[config.mk]
export PLATFORM = sky130hd
export DESIGN_NAME = rshift_rx_ctrl
export DESIGN_NICKNAME = d
export VERILOG_FILES = /design/src/rtl/rshift_rx_pkg.sv /design/src/rtl/rshift_rx_ctrl_core.sv /design/src/rtl/rshift_rx_ctrl.sv
export SDC_FILE = /design/constraint.sdc
export NUM_CORES = 1
export LEC_CHECK = 0
export ABC_AREA = 1
export ABC_CLOCK_PERIOD_IN_PS = 3150
export BUFFER_PORTS_ARGS = -buffer_cell sky130_fd_sc_hd__buf_2
export CORE_UTILIZATION = 58
export DETAILED_ROUTE_END_ITERATION = 10
export GPL_TIMING_DRIVEN = 0
export MAX_ROUTING_LAYER = met4
export PLACE_DENSITY = 0.82
export SLEW_MARGIN = 20
export SYNTH_ARGS = -nofsm -noshare
export SYNTH_HDL_FRONTEND = slang
export SYNTH_SLANG_ARGS = --single-unit
export TNS_END_PERCENT = 30
[constraint.sdc]
create_clock -name clk -period 3.15 [get_ports clk]
set_clock_uncertainty 0.2 [all_clocks]
set_input_delay 0.63 -clock clk [delete_from_list [all_inputs] [get_ports clk]]
set_output_delay 0.63 -clock clk [all_outputs]
set_load 0.01 [all_outputs]
[src/rtl/rshift_rx_pkg.sv]
// rshift_rx_pkg: shared types for the right-shift serial receiver.
// FSM state encoding and serial line levels.
package rshift_rx_pkg;

   typedef enum logic [2:0] {
      IDLE,
      START,
      DATA,
      PAR,
      STOP
   } state_t;

   localparam logic LVL_IDLE  = 1'b1;
   localparam logic LVL_START = 1'b0;
   localparam logic LVL_STOP  = 1'b1;

endpackage

[src/rtl/rshift_rx_ctrl_core.sv]
// rshift_core: WIDTH-bit right-shift register, MSB entry.
// Synchronous clear has priority over shift.
module rshift_core
   import rshift_rx_pkg::*;
#(
   parameter int WIDTH = 4
) (
   input  logic             clk,
   input  logic             clr,
   input  logic             shift_en,
   input  logic             sin,
   output logic [WIDTH-1:0] q
);

   always_ff @(posedge clk) begin
      if (clr)
         q <= '0;
      else if (shift_en)
         q <= {sin, q[WIDTH-1:1]};
   end

endmodule

[src/rtl/rshift_rx_ctrl.sv]
// rshift_rx_ctrl: LSB-first serial receiver with valid/ready output.
// Optional parity stage enabled by RSHIFT_RX_PARITY_EN.
module rshift_rx_ctrl
   import rshift_rx_pkg::*;
#(
   parameter int WIDTH = 4,
   parameter int DIV   = 4
) (
   input  logic             clk,
   input  logic             clrb,
   input  logic             en,
   input  logic             sdi,
   output logic [WIDTH-1:0] out_data,
   output logic             out_valid,
   input  logic             out_ready,
   output logic             frame_err,
   output logic             overrun,
   input  logic             overrun_clr,
   output logic             busy
);

   localparam int DW = $clog2(DIV);
   localparam int BW = $clog2(WIDTH);
   localparam logic [DW-1:0] DLAST = DW'(DIV - 1);
   localparam logic [DW-1:0] DHALF = DW'(DIV / 2 - 1);
   localparam logic [BW-1:0] BLAST = BW'(WIDTH - 1);

   state_t           state;
   logic [DW-1:0]    divcnt;
   logic [BW-1:0]    bitcnt;
   logic [WIDTH-1:0] shreg;
   logic             tick;
   logic             shift;
   logic             parerr;
   logic             stop_ok;
   logic             take;

   assign tick    = (divcnt == DLAST);
   assign shift   = (state == DATA) && tick;
   assign stop_ok = (sdi == LVL_STOP) && !parerr;
   // a finished word may land if the slot is empty or drains this cycle
   assign take    = !out_valid || out_ready;

   rshift_core #(
      .WIDTH(WIDTH)
   ) u_core (
      .clk     (clk),
      .clr     (!clrb),
      .shift_en(shift),
      .sin     (sdi),
      .q       (shreg)
   );

`ifdef RSHIFT_RX_PARITY_EN
   always_ff @(posedge clk) begin
      if (!clrb)
         parerr <= 1'b0;
      else if (state == IDLE)
         parerr <= 1'b0;
      else if (state == PAR && tick)
         parerr <= ^{shreg, sdi};
   end
`else
   assign parerr = 1'b0;
`endif

   always_ff @(posedge clk) begin
      if (!clrb) begin
         state     <= IDLE;
         divcnt    <= '0;
         bitcnt    <= '0;
         out_data  <= '0;
         out_valid <= 1'b0;
         frame_err <= 1'b0;
         overrun   <= 1'b0;
         busy      <= 1'b0;
      end else begin
         frame_err <= 1'b0;
         if (out_valid && out_ready)
            out_valid <= 1'b0;
         if (overrun_clr)
            overrun <= 1'b0;
         case (state)
            IDLE: begin
               if (en && sdi == LVL_START) begin
                  state  <= START;
                  divcnt <= '0;
                  busy   <= 1'b1;
               end
            end
            START: begin
               if (divcnt == DHALF) begin
                  divcnt <= '0;
                  bitcnt <= '0;
                  if (sdi == LVL_IDLE) begin
                     state <= IDLE;
                     busy  <= 1'b0;
                  end else begin
                     state <= DATA;
                  end
               end else begin
                  divcnt <= divcnt + 1'b1;
               end
            end
            DATA: begin
               if (tick) begin
                  divcnt <= '0;
                  if (bitcnt == BLAST) begin
`ifdef RSHIFT_RX_PARITY_EN
                     state <= PAR;
`else
                     state <= STOP;
`endif
                  end else begin
                     bitcnt <= bitcnt + 1'b1;
                  end
               end else begin
                  divcnt <= divcnt + 1'b1;
               end
            end
`ifdef RSHIFT_RX_PARITY_EN
            PAR: begin
               if (tick) begin
                  divcnt <= '0;
                  state  <= STOP;
               end else begin
                  divcnt <= divcnt + 1'b1;
               end
            end
`endif
            STOP: begin
               if (tick) begin
                  divcnt <= '0;
                  state  <= IDLE;
                  busy   <= 1'b0;
                  if (stop_ok) begin
                     if (take) begin
                        out_data  <= shreg;
                        out_valid <= 1'b1;
                     end else begin
                        overrun <= 1'b1;
                     end
                  end else begin
                     frame_err <= 1'b1;
                  end
               end else begin
                  divcnt <= divcnt + 1'b1;
               end
            end
            default: begin
               state <= IDLE;
               busy  <= 1'b0;
            end
         endcase
      end
   end

endmodule

==> metrics.txt, run 1 <==
status finished, final reports clean; CTS buffer count 3; initial antenna violation count 0; master of the slowest instance on the critical path dfxtp_1; top post-synthesis cells by count nor2_1 (30), nand2_1 (20), dfxtp_1 (19); clock tree from TritonCTS yes; share of total power in the clock network 19.3%; Residual DRC 0; clock latency on the worst-skew pair 0.29 ns; maximum fanout count along the critical path 2; pin count of the biggest net entering global routing 11; Leakage Power 0.550 nW; Max-Cap Viols 0; hold-fix buffers at CTS 0; top flip-flop cell by instance count after synthesis dfxtp_1; power density relative to cell area 600 nW/um2; largest stage delay on the critical path roughly 0.35 ns; Core Rows 13; Setup Viol. Count Final 0; fraction of layout cells with a size suffix above 1 19.3%; number of buffer and inverter stages on the critical path 1; Crit path max-delay family flip-flops; number of inserted filler cells in the final layout 120; aggregate negative setup slack 0 ns; sequential share of the synthesized area slightly above 40%; post-CTS repair timing setup buffer count 0; number of port buffers 13; Post-Route Hold Slack 0.291 ns; total iterations of the first detailed-routing run 4; post-cts resize count 0; buffer cell driving the clock tree root clkbuf_4; post-synthesis sequential element count 19; total power after layout 0.617 mW; total placed instance area 1000 um2; data required time at the worst endpoint 2.32 ns; top achievable clock speed 626 MHz; Post-Syn Area 918 um2; total global routing track utilization a little under a quarter; routability-driven placement congestion ratio 0.863; HPWL after detailed placement ~1400 um; level count of the clock H-tree 1; headroom to the max-slew limit ~73%; syn_area_per_cell 6.91 um2; fraction of the cycle the final worst path needs 50.7%; Post-synth EDFFs 0; total number of vias between 800 and 900; antenna fix cells 0; grt total ovfl 0; kind of start point of the critical path register; number of design-rule violations left by the first detailed-router iteration 20; fin area 1030 um2; Die Span X ~42 um; most frequent cell after synthesis nor2_1; ordered cell list for the critical path buf_2; synth unique cells 18; pre-CTS setup slack between 1 and 1.5 ns; detailed-route wire length 1730 um; Switching Share a little under two fifths; sequential group share of total power 46.6%; CTS max path bufs 2; global-route wire length before repair 3090 um; clock sink count 19; Syn Inst Count 133; critical path capture point type primary output; number of hold violations in the final report 0; final-stage net count roughly 160; via count of the first global-routing pass 782; worst min-delay path category reg2reg; RSZ-0062 raised after global routing no; NetSw 0.227 mW; core footprint 1380 um2; ranking of synthesized cells by area dfxtp_1 (41%), nor2_1 (12%), nand2_1 (8.2%), inv_1 (7.4%), ha_1 (5.4%); async set or reset register ratio after synthesis 0%; Via-to-Cell Ratio 5.15; share of power burned in combinational logic 34.1%; Worst Max-Slew Pin Slew 0.405 ns; post-detailed-route wirelength per cell 10.5 um; number of primary I/O pins 14; type of the worst setup path reg2out; Reg clk slew, reported paths 0.10 ns; post-route antenna net violation count 0; CP Data Arrival Time 0.77 ns; Die Ht 41.8 um; Internal 0.389 mW; most area-hungry cell type in the Yosys netlist dfxtp_1; synthesized netlist net count 143; Die Outline Area between 1500 and 2000 um2; initial core utilization 66.4%; count of warnings emitted by yosys 0; Final Critical Period around 1.6 ns; number of max-slew violations in the final report 0; Peak VDD IR 0.000396 V; setup ws final 1.55 ns; share of Yosys cell area claimed by the top area cell type 41.4%; Layout area overhead 12.0%
## metal layers
metal  part of all wire (%)  vias up  wire (um)  track usage (%)
met1                     46      381        799             27.6
li1                       -      452          -                -
met3                    2.6        4         45             2.61
met4                    1.2        0         21             7.74
met5                      0        -          0                -
met2                     50       12        864             39.4
## metrics by stage
| stage | util, % | instances |
|---|---|---|
| 4_1_cts | 74.4 | 165 |
| 3_3_place_gp | 72.5 | 161 |
| 3_5_place_dp | 72.5 | 161 |
| 5_1_grt | 74.4 | 165 |
| 2_1_floorplan | - | 133 |
| 6_report | 74.4 | 165 |
## power groups by stage
stage	Combinational [mW]	Clock, mW	Sequential [mW]
after floorplan	0.168	0	0.291
after global placement	0.202	0	0.291
after detailed placement	0.210	0	0.293
after CTS	0.211	0.123	0.287
after global routing	0.247	0.133	0.291
final	0.210	0.119	0.287
## cells in the final DEF, fill, tap and decap left out
| master | n |
|---|---|
| nor2_2 | 4 |
| o21ai_0 | 8 |
| a21oi_1 | 6 |
| nand3_1 | 6 |
| inv_2 | 6 |
| inv_1 | 18 |
| buf_2 | 13 |
| nand2_1 | 20 |
| ha_1 | 4 |
| nand4_1 | 3 |
| o21a_1 | 1 |
| clkbuf_1 | 2 |
| o21ai_1 | 1 |
| nor4_1 | 1 |
| a22oi_1 | 1 |
| clkbuf_4 | 3 |
| a31oi_1 | 1 |
| dfxtp_1 | 19 |
| nand3_2 | 3 |
| nor2_1 | 30 |
## sequential cells by signal (all words and copies together) (netlist names)
register,flops
bitcnt,2
busy,1
divcnt,2
frame_err,1
out_data,4
out_valid,1
overrun,1
state,3
u_core.q,4
## logic make-up after synthesis
logic type                 after synthesis  synth area share [%]
adders and majority gates                4                  5.45
AOI/OAI and AO/OA                       18                  10.5
buffers and inverters                   25                  10.2
and+or+nand+nor                         67                  32.4
DFF                                     19                  41.4
## layout make-up
class / instances / area (um2) / area share [%]
clock buffers: 4 / 26.3 / 2.55
repair buffers: 13 / 65.1 / 6.33
flip-flops and latches: 19 / 380 / 37.0
plain buffers: 1 / 3.75 / 0.365
inverters: 24 / 90.1 / 8.76
well taps: 15 / 18.8 / 1.82
multi-input cells: 89 / 444 / 43.2
## worst paths after layout
kind                            startpoint                        to  slack [ns]  depth (start not counted)
setup / recovery  out_data[3]$_SDFFE_PN0P_               out_data[3]        1.55                          1
hold / removal      bitcnt[1]$_SDFFE_PN0P_    bitcnt[1]$_SDFFE_PN0P_        0.29                          2
setup reg to reg    divcnt[1]$_SDFFE_PN0P_  u_core.q[1]$_SDFFE_PN0P_        1.61                          6
hold reg to reg     bitcnt[1]$_SDFFE_PN0P_    bitcnt[1]$_SDFFE_PN0P_        0.29                          2
Note: power is estimated with default switching activity, not from simulation.
==> inputs of run 2 (changes only) <==
ABC_CLOCK_PERIOD_IN_PS = 1600   (was 3150)
CORE_UTILIZATION = 54   (was 58)
PLACE_DENSITY = 0.77   (was 0.82)
clock period = 1.6 ns   (was 3.15 ns; I/O delays follow)
==> run 2 against run 1 <==
Against the previous run: clock-buffer cell count shrank 1; core utilization shrank 5.0 points; combinational power grew 120%; critical path depth grew 4; global-route usage grew 0.23 points; sequential cell count is the same; routed wire length grew 2.5%; via count shrank 0.59%; largest cell class unchanged.
==> metrics.txt, run 2 (same netlist as run 1, synthesis figures left out) <==
Worst Hold Depth 2; Leakage Power 0.557 nW; HPWL after detailed placement 1380 um; CTS max path bufs 2; worst setup path startpoint state[1]$_SDFFE_PN0P_; post-CTS repair timing setup buffer count 0; Layout area overhead 16.5%; fin area 1070 um2; commonest cells after routing, fill and taps aside nor2_1 (28), nand2_1 (19), inv_1 (17); type of the worst setup path reg2reg; initial core utilization just under 60%; total number of vias 844; clock sink count 19; CP Data Arrival Time 1.50 ns; number of port buffers 13; power density relative to cell area between 1000 and 1500 nW/um2; Reg clk slew, reported paths 0.11 ns; number of inserted filler cells in the final layout 148; Die Span X 43.2 um; status finished, final reports clean; worst min-delay path category in2reg; buffer cell driving the clock tree root clkbuf_4; number of primary I/O pins 14; top achievable clock speed 669 MHz; aggregate negative setup slack 0 ns; fraction of the cycle the final worst path needs 93.4%; maximum fanout count along the critical path 7; grt total ovfl 0; critical path capture point type register; clock tree from TritonCTS yes; Residual DRC 0; Final Critical Period 1.49 ns; fraction of layout cells with a size suffix above 1 25.3%; total iterations of the first detailed-routing run 4; kind of start point of the critical path register; routability-driven placement congestion ratio 0.824; number of max-slew violations in the final report 0; via count of the first global-routing pass 791; Die Outline Area 1870 um2; data required time at the worst endpoint 1.60 ns; core footprint 1540 um2; leading cell type in the layout, fill and taps excluded nor2_1; post-route antenna net violation count 0; Core Rows 14; CTS buffer count 3; Via-to-Cell Ratio between 5 and 6; headroom to the max-slew limit roughly 71%; detailed-route wire length 1770 um; post-detailed-route wirelength per cell about 11 um; level count of the clock H-tree 1; Die Ht 43.2 um; pin count of the biggest net entering global routing 12; Worst Max-Slew Pin Slew approximately 0.43 ns; total power after layout about 1.3 mW; Worst Reg-to-Reg Cells 5; antenna fix cells 0; global-route wire length before repair 3200 um; HP Start sdi; total placed instance area 1000 um2; largest registers out_data x4, u_core.q x4, state x3; initial antenna violation count 0; reg-to-reg critical path startpoint state[1]$_SDFFE_PN0P_; number of design-rule violations left by the first detailed-router iteration 16; total global routing track utilization between 20 and 25%; Peak VDD IR 0.000823 V; number of hold violations in the final report 0; Max-Cap Viols 0; final-stage net count 161; Setup Viol. Count Final 0; clock latency on the worst-skew pair around 0.3 ns
-- run 2: changes by cell type in the layout (fill, tap and decap cells not counted), sizes merged --
cell / previous run / this run
clkbuf: 5 / 4
clkinv: 0 / 1
-- run 2: metal layers --
layer | track usage [%] | part of all wire [%] | routed length, um | vias up
met1 | 27.6 | 45 | 806 | 378
met5 | - | 0 | 0 | -
met2 | 38.8 | 51 | 901 | 10
li1 | - | - | - | 452
met4 | 10.3 | 1.8 | 32 | 0
met3 | 2.55 | 1.9 | 34 | 4
-- run 2: metrics by stage --
stage | setup slack [ns] | util, % | std cells | hold WS (ns)
after floorplan | 0.241 | - | 133 | 0.197
after global placement | 0.0895 | 65.1 | 162 | 0.253
after detailed placement | 0.0790 | 65.1 | 162 | 0.268
after CTS | 0.0598 | 66.9 | 166 | 0.0301
after global routing | -0.00923 | 69.4 | 166 | 0.0384
final | 0.106 | 69.4 | 166 | 0.0343
-- run 2: power by group --
group | leakage (nW) | internal (mW) | switching, mW | total (mW)
combinational | 0.383 | 0.167 | 0.296 | 0.464
sequential | 0.156 | 0.525 | 0.0495 | 0.575
clock | 0.0177 | 0.0932 | 0.145 | 0.238
total | 0.557 | 0.785 | 0.491 | 1.28
-- run 2: what timing repair did --
item | in CTS | in global routing
resized for setup | 0 | 13
hold buffers | 0 | 0
setup endpoints to repair | 0 | 11
-- run 2: critical path: stages, from the launching register on --
cell	delay, ns
dfxtp_1	0.48
nand3_2	0.20
nor2_2	0.25
inv_1	0.11
nor2_1	0.11
nor2_1	0.05
-- run 2: worst paths after layout --
check / slack [ns] / endpoint
max: 0.11 / u_core.q[0]$_SDFFE_PN0P_
min: 0.03 / frame_err$_SDFF_PN0_
max reg2reg: 0.11 / u_core.q[0]$_SDFFE_PN0P_
min reg2reg: 0.30 / divcnt[1]$_SDFFE_PN0P_
-- run 2: cell type report --
cell class	count	area, um2	share of cell area, %
Multi-Input combinational cell	89	477	44.6
Buffer	1	3.75	0.351
Timing Repair Buffer	13	65.1	6.08
Inverter	24	90.1	8.42
Clock buffer	3	22.5	2.11
Clock inverter	1	5.00	0.468
Tap cell	16	20.0	1.87
Sequential cell	19	387	36.1
==> inputs of run 3 (changes only) <==
ABC_AREA = unset   (was 1)
CORE_UTILIZATION = 55   (was 54)
PLACE_DENSITY = 0.78   (was 0.77)
SKIP_LAST_GASP = 1   (was unset)
SLEW_MARGIN = 25   (was 20)
==> run 3 against run 2 <==
Against the previous run: global-route usage is 0.84 points lower; clock power is 6% higher; sequential power is 15% lower; hold slack better by 0.037 ns; setup slack worse by 0.046 ns.
==> metrics.txt, run 3 <==
status finished, final reports clean; share of Yosys cell area claimed by the top area cell type 37.8%; share of power burned in combinational logic 10.0%; buffer cell driving the clock tree root clkbuf_4; Reg clk slew, reported paths approximately 0.11 ns; Worst Hold Depth 3; post-detailed-route wirelength per cell 12.1 um; share of total power in the clock network 30.7%; top post-synthesis cells by count dfxtp_1 (19), nand2_1 (17), mux2i_1 (10); commonest cells after routing, fill and taps aside nand2_1 (16), dfxtp_1 (15), buf_2 (14); master of the slowest instance on the critical path dfxtp_4; clock latency on the worst-skew pair around 0.3 ns; Worst Reg-to-Reg Cells 5; Residual DRC 0; largest registers out_data x4, u_core.q x4, state x3; fraction of the cycle the final worst path needs 96.3%; Post-synth EDFFs 0; global-route wire length before repair 3220 um; Final Critical Period 1.54 ns; syn_area_per_cell between 9 and 10 um2; HP Start overrun_clr; detailed-route wire length 1860 um; most area-hungry cell type in the Yosys netlist dfxtp_1; Via-to-Cell Ratio 5.47; total number of vias 843; via count of the first global-routing pass 737; leading cell type in the layout, fill and taps excluded nand2_1; number of max-slew violations in the final report 0; worst min-delay path category in2reg; top flip-flop cell by instance count after synthesis dfxtp_1; Worst Max-Slew Pin Slew 0.398 ns; CTS max path bufs 2; type of the worst setup path reg2reg; fraction of layout cells with a size suffix above 1 28.7%; aggregate negative setup slack 0 ns; clock sink count 19; Final Instance Count excl. Fillers 154; HPWL after detailed placement roughly 1300 um; sequential group share of total power around three fifths; count of warnings emitted by yosys 0; clock tree from TritonCTS yes; pin count of the biggest net entering global routing 12; async set or reset register ratio after synthesis 0%; number of inserted filler cells in the final layout 136; number of hold violations in the final report 0; Die Outline Area 2010 um2; most frequent cell after synthesis dfxtp_1; setup ws final 0.0592 ns; antenna fix cells 0; Internal 0.611 mW; initial core utilization 58.3%; Layout area overhead 17.6%; Critical R2R Capture divcnt[1]$_SDFFE_PN0P_; level count of the clock H-tree 1; number of primary I/O pins 14; power density relative to cell area 695 nW/um2; number of port buffers 11; kind of start point of the critical path register; RSZ-0062 raised after global routing yes; internal reg-to-reg setup slack a little under 0.06 ns; Die Span X around 45 um; total iterations of the first detailed-routing run 4; core footprint approximately 1700 um2; Cells after DPL between 100 and 150; post-synthesis sequential element count 19; synth unique cells 35; Max-Cap Viols 0; synthesized netlist net count 120; data required time at the worst endpoint about 1.6 ns; worst setup path startpoint divcnt[0]$_SDFFE_PN0P_; Core Rows 15; post-route antenna net violation count 0; maximum fanout count along the critical path 4; top achievable clock speed between 600 and 700 MHz; headroom to the max-slew limit between 70% and 80%; Leakage Power 0.443 nW; routability-driven placement congestion ratio 0.844; Die Ht 44.8 um; total global routing track utilization between 20 and 25%; hold-fix buffers at CTS 0; capture endpoint of the worst hold path overrun$_SDFF_PN0_; Post-Route Hold Slack 0.0709 ns; final-stage net count 140; pre-CTS setup slack -0.237 ns; ranking of synthesized cells by area dfxtp_1 (38%), mux2i_1 (9.9%), nand2_1 (6.3%), nor2b_1 (5.6%), ha_1 (5.0%); number of design-rule violations left by the first detailed-router iteration 23; NetSw 0.213 mW; CTS buffer count 3; Syn Inst Count 110; Setup Viol. Count Final 0; Peak VDD IR 0.000469 V; Switching Share 25.9%; sequential share of the synthesized area 37.8%; total power after layout 0.824 mW; reg-to-reg critical path startpoint divcnt[0]$_SDFFE_PN0P_; ordered cell list for the critical path inv_1 -> ha_1 -> or2_2 -> o22ai_1 -> o2bb2ai_1; CP Data Arrival Time approximately 1.6 ns; initial antenna violation count 0; critical path capture point type register; grt total ovfl 0; Post-Syn Area 1010 um2; largest stage delay on the critical path 0.39 ns
## run 3: changes by cell type in the layout (fill, tap and decap cells not counted), sizes merged, moves of 3 or more
cell / before / now
a21oi: 6 / 0
buf: 13 / 18
clkbuf: 4 / 8
inv: 24 / 3
mux2i: 0 / 10
nand2: 20 / 17
nand3: 9 / 3
nor2: 34 / 1
nor2b: 0 / 9
nor3b: 0 / 5
o21ai: 9 / 1
or2: 0 / 3
## run 3: per-stage QoR
step	util, %	instance area, um2
5_1_grt	68.6	1180
3_3_place_gp	63.3	1090
2_1_floorplan	-	1010
4_1_cts	67.1	1160
6_report	68.6	1180
3_5_place_dp	63.3	1090
## run 3: power by group through the flow
stage          Combinational [mW]  Sequential, mW  Clock (mW)
5_1_grt                    0.0926           0.489       0.271
3_5_place_dp               0.0768           0.499           0
4_1_cts                    0.0811           0.487       0.254
3_3_place_gp               0.0744           0.499           0
6_report                   0.0828           0.488       0.253
2_1_floorplan              0.0569           0.497           0
## run 3: timing repair
action	4_1_cts	5_1_grt
pin swaps	1	2
buffers inserted	2	2
resized for setup	7	4
hold endpoints to repair	0	0
endpoints found under the setup margin	8	6
## run 3: area by class of cell
type,instances,area [um2],area share [%]
well taps,25,31.3,2.64
clock buffers,3,22.5,1.90
inverters,3,11.3,0.950
flip-flops and latches,19,390,32.9
multi-input cells,80,604,51.0
clock inverters,1,5.00,0.422
repair buffers,15,85.1,7.18
plain buffers,8,35.0,2.96
## run 3: cell families (layout without fill, tap and decap cells)
kind of cell	Yosys count	count (layout)	share of synthesized area, %
simple gates	52	52	32.2
mux	10	10	9.94
xor+xnor	1	1	0.870
fa+ha+maj	4	4	4.97
flops	19	19	37.8
compound gates	13	13	9.69
buf+inv	11	30	4.59
## run 3: worst max path at each step
| stage | to | slack, ns | depth (start not counted) |
|---|---|---|---|
| floorplan | out_data[0]$_SDFFE_PN0P_ | 0.02 | 4 |
| global placement | out_data[0]$_SDFFE_PN0P_ | -0.19 | 4 |
| detailed placement | out_data[0]$_SDFFE_PN0P_ | -0.24 | 4 |
| CTS | out_data[0]$_SDFFE_PN0P_ | 0.03 | 5 |
| global route | divcnt[1]$_SDFFE_PN0P_ | -0.01 | 5 |
| finish | divcnt[1]$_SDFFE_PN0P_ | 0.06 | 5 |
## run 3: critical path, delay by kind of cell, from the launching register on
| family | cells | cell delay [ns] |
|---|---|---|
| compound gates | 2 | 0.27 |
| fa+ha+maj | 1 | 0.29 |
| buf+inv | 1 | 0.04 |
| flops | 1 | 0.39 |
| simple gates | 1 | 0.28 |
## run 3: metal layers
metal	vias to the layer above	share of wire, %	track usage, %
met1	396	52	29.8
met2	15	44	33.5
met4	0	1.7	9.09
met3	5	2.2	3.60
met5	-	0	-
li1	427	-	-
